$ cat config.mk
export PLATFORM = sky130hd
export DESIGN_NAME = top_popcount
export DESIGN_NICKNAME = d
export VERILOG_FILES = /design/src/rtl/top_popcount.sv
export SDC_FILE = /design/constraint.sdc
export NUM_CORES = 1
export LEC_CHECK = 0
export BUFFER_PORTS_ARGS = -buffer_cell sky130_fd_sc_hd__buf_2
export CAP_MARGIN = 20
export CELL_PAD_IN_SITES_DETAIL_PLACEMENT = 2
export CELL_PAD_IN_SITES_GLOBAL_PLACEMENT = 2
export CORE_MARGIN = 4
export CORE_UTILIZATION = 21
export DETAILED_ROUTE_END_ITERATION = 8
export PLACE_DENSITY = 0.79
export SYNTH_ARGS = -nofsm -noshare
export SYNTH_HDL_FRONTEND = slang
export SYNTH_SLANG_ARGS = --single-unit
$ cat constraint.sdc
create_clock -name i_clk -period 2.78 [get_ports i_clk]
set_clock_uncertainty 0.05 [all_clocks]
set_input_delay 0.278 -clock i_clk [delete_from_list [all_inputs] [get_ports i_clk]]
set_output_delay 0.278 -clock i_clk [all_outputs]
set_load 0.01 [all_outputs]
$ cat src/rtl/top_popcount.sv
// Registered population counter: counts the set bits of i_a and captures
// the count on o_q whenever i_load is high; synchronous active-low reset.
module top_popcount #(
  parameter int WIDTH = 8,
  parameter int CW    = 4
) (
  input  logic             i_clk,
  input  logic             i_rst_n,
  input  logic [WIDTH-1:0] i_a,
  input  logic             i_load,
  output logic [CW-1:0]    o_q
);

  logic [CW-1:0] w_cnt;
  logic [CW-1:0] r_q;

  // CW must hold WIDTH itself, so the running sum never wraps.
  always_comb begin
    w_cnt = '0;
    for (int i = 0; i < WIDTH; i++) begin
      w_cnt = w_cnt + CW'(i_a[i]);
    end
  end

  always_ff @(posedge i_clk) begin
    if (!i_rst_n) begin
      r_q <= '0;
    end else if (i_load) begin
      r_q <= w_cnt;
    end
  end

  assign o_q = r_q;

endmodule

==> summary.txt <==
STA
  – Min cycle time layout: ~2600 ps
  – Max Clock Freq: 379 MHz
  – Fin. max-slew vios: 0
  – Setup TNS Final: 0 ps
  – Relative slew slack: 91.7%
  – RSZ-0062 raised after global routing: no
  – Final-report hold violation count: 0
  – Worst Setup Slack, final: 140 ps
  – Final Setup Violations: 0
  – Worst Tran Pin Value: 120 ps
  – Final Cycle Share: 95.0%

Synth
  – Post-synth EDFFs: 0
  – Top post-synthesis cells by area: dfxtp_1 25%, fa_1 25%, inv_1 15%, ha_1 12%, nand3b_1 4.6%
  – Xor/xnor share of the synthesized area: 2.70%
  – Number of synthesized register bits: 4
  – Mapped Nets: 54
  – Post-synthesis sequential area ratio: approximately a quarter
  – Most used DFF post-synth: dfxtp_1
  – Post-synthesis mux area share: 3.09%
  – Post-synthesis cell area: around 320 um2
  – Top-count cell post-synth: inv_1
  – Area leader, netlist: dfxtp_1
  – Synth unique cells: 13
  – Average size of a mapped cell: around 9 um2
  – Cells after Synth: 36
  – Largest family of logic cells by synthesized area: adder cells
  – Asr flop ratio synth: 0%
  – Share of the synthesized area in the top cell type: between 20% and 30%
  – Synth Area in Simple Gates: 10.4%
  – Synth top cells by count: 13 x inv_1, 4 x dfxtp_1, 4 x fa_1
  – Adder-Cell Fraction of Synth Area: 36.3%
  – Synthesis Warnings: 0
  – Synth Area in Compound Gates: approximately 7.7%

Die
  – Die width: 47.3 um
  – Die area: about 0.0022 mm2
  – Floorplan core area: 0.00138 mm2
  – Ports: 15
  – Starting Density: 23.4%
  – Die height: 47.3 um
  – Row cnt: 13

Pwr
  – P per Cell Area: 537 mW/mm2
  – Leak pwr: 0.263 nW
  – VDD IR max: 0.197 mV

Clocking
  – CTS root buffer: clkbuf_4
  – Clock tree from TritonCTS: built
  – Clk slew on worst S/H paths: about 40 ps
  – Hold buffers post-CTS: 0
  – Clk sinks: 4
  – CTS H-tree lvls: 1
  – Clock Path Buffers: 2
  – Total CTS buffers: 3
  – Clock Latency Late Sink: 230 ps

Placed design
  – DP Worst Slack: -139 ps
  – GP Congestion: 0.637
  – PortBufs: 14
  – Hpwl dp: about 660 um

Drt
  – Routed via count: slightly below 300
  – Routed Wire Length: 744 um
  – ANT nets after route: 0
  – DR WL/cell: 10.8 um
  – First-pass DRT Iterations: 1
  – DRC: 0
  – Initial DRC Count: 0
  – Post-DR vias/cell: 4.23

Worst setup path
  – Crit Path Category: in2reg
  – Crit. End Element: flop
  – Critical Path RT: 2860 ps
  – CP startpoint kind: primary input
  – Internal reg-to-reg setup slack: 2130 ps
  – Critical Path AT: between 2000 and 3000 ps
  – CP max FO: 2

GRT
  – M2 GR Usage: 13.9%
  – Gr busiest metal: met2
  – Met1 usage: 7.99%
  – Initial antenna violation count: 0
  – Grt ovf: 0
  – Pin count of the biggest net entering global routing: 8
  – Vias in the first global route: roughly 300
  – GRT Total Usage: ~7.7%
  – First-pass GRT wire length: 1.20 mm
  – Met3 Use GR: 4.60%

Run
  – Max-Cap Viols: 0

Hold path
  – Hold WC Path Type: in2reg

Final layout
  – Final nets: 74
  – Number of flip-flops in the largest register: 4
  – Fraction of layout cells with a size suffix above 1: a little over a third
  – Area grow syn2layout: 37.5%
  – Diodes inserted: 0

Status
  – Outcome: finished, final reports clean
[power by group]
part	internal [mW]	switching [mW]	total, mW
Clock	0.0483	0.0240	0.0723
Sequential	0.0661	0.00332	0.0694
Combinational	0.0477	0.0496	0.0973
[cells in the final DEF, fill, tap and decap left out]
cell type  instances
clkbuf_4           3
nand3b_1           2
mux2i_1            1
nand3_1            1
o21ai_1            1
fa_1               4
a21oi_1            1
inv_1             13
xor2_1             1
o21ai_0            1
nand2_1            2
buf_4              1
ha_2               1
buf_2             14
o211a_1            1
dfxtp_1            4
ha_1               2
nor2b_1            1
[worst max-delay path: stages]
cell	delay, ps
buf_2	70
inv_1	40
fa_1	550
fa_1	430
fa_1	430
inv_1	70
ha_2	160
inv_1	50
fa_1	470
nand2_1	50
o211a_1	100
[kinds of logic (layout without fill, tap and decap cells)]
family | after synthesis | count (layout)
compound gates | 4 | 4
simple gates | 6 | 6
xor+xnor | 1 | 1
mux | 1 | 1
flops | 4 | 4
buf+inv | 13 | 31
fa+ha+maj | 7 | 7
[path summary, 6_finish.rpt]
| path | start | end | cells after the start |
|---|---|---|---|
| max | i_a[0] | o_q[1] | 11 |
| min | i_rst_n | o_q[2] | 3 |
| max reg2reg | o_q[1] | o_q[1] | 1 |
| min reg2reg | o_q[2] | o_q[2] | 2 |
[through the flow]
step / instance area, um2 / power, mW / cells / hold slack (ps) / utilization [%]
floorplan: 324 / 0.131 / 36 / 356 / -
global placement: 413 / 0.159 / 65 / 410 / 29.9
detailed placement: 413 / 0.165 / 65 / 420 / 29.9
CTS: 435 / 0.242 / 68 / 297 / 31.5
global route: 445 / 0.267 / 69 / 304 / 32.2
finish: 445 / 0.239 / 69 / 300 / 32.2
[final cells by class]
class / count / area [um2]
clock buffers: 3 / 22.5
fillers: 153 / 937
inverters: 13 / 48.8
multi-input cells: 19 / 198
flip-flops and latches: 4 / 80.1
well taps: 15 / 18.8
repair buffers: 15 / 77.6
[layer usage]
layer,wire length (um),vias to the layer above
met3,45,0
met1,298,141
met5,0,-
met4,0,0
li1,-,143
met2,400,8
[what timing repair did]
action	CTS	global route
setup endpoints to repair	0	2
resized for setup	0	2
setup buffers	0	1
Note: power is estimated with default switching activity, not from simulation.
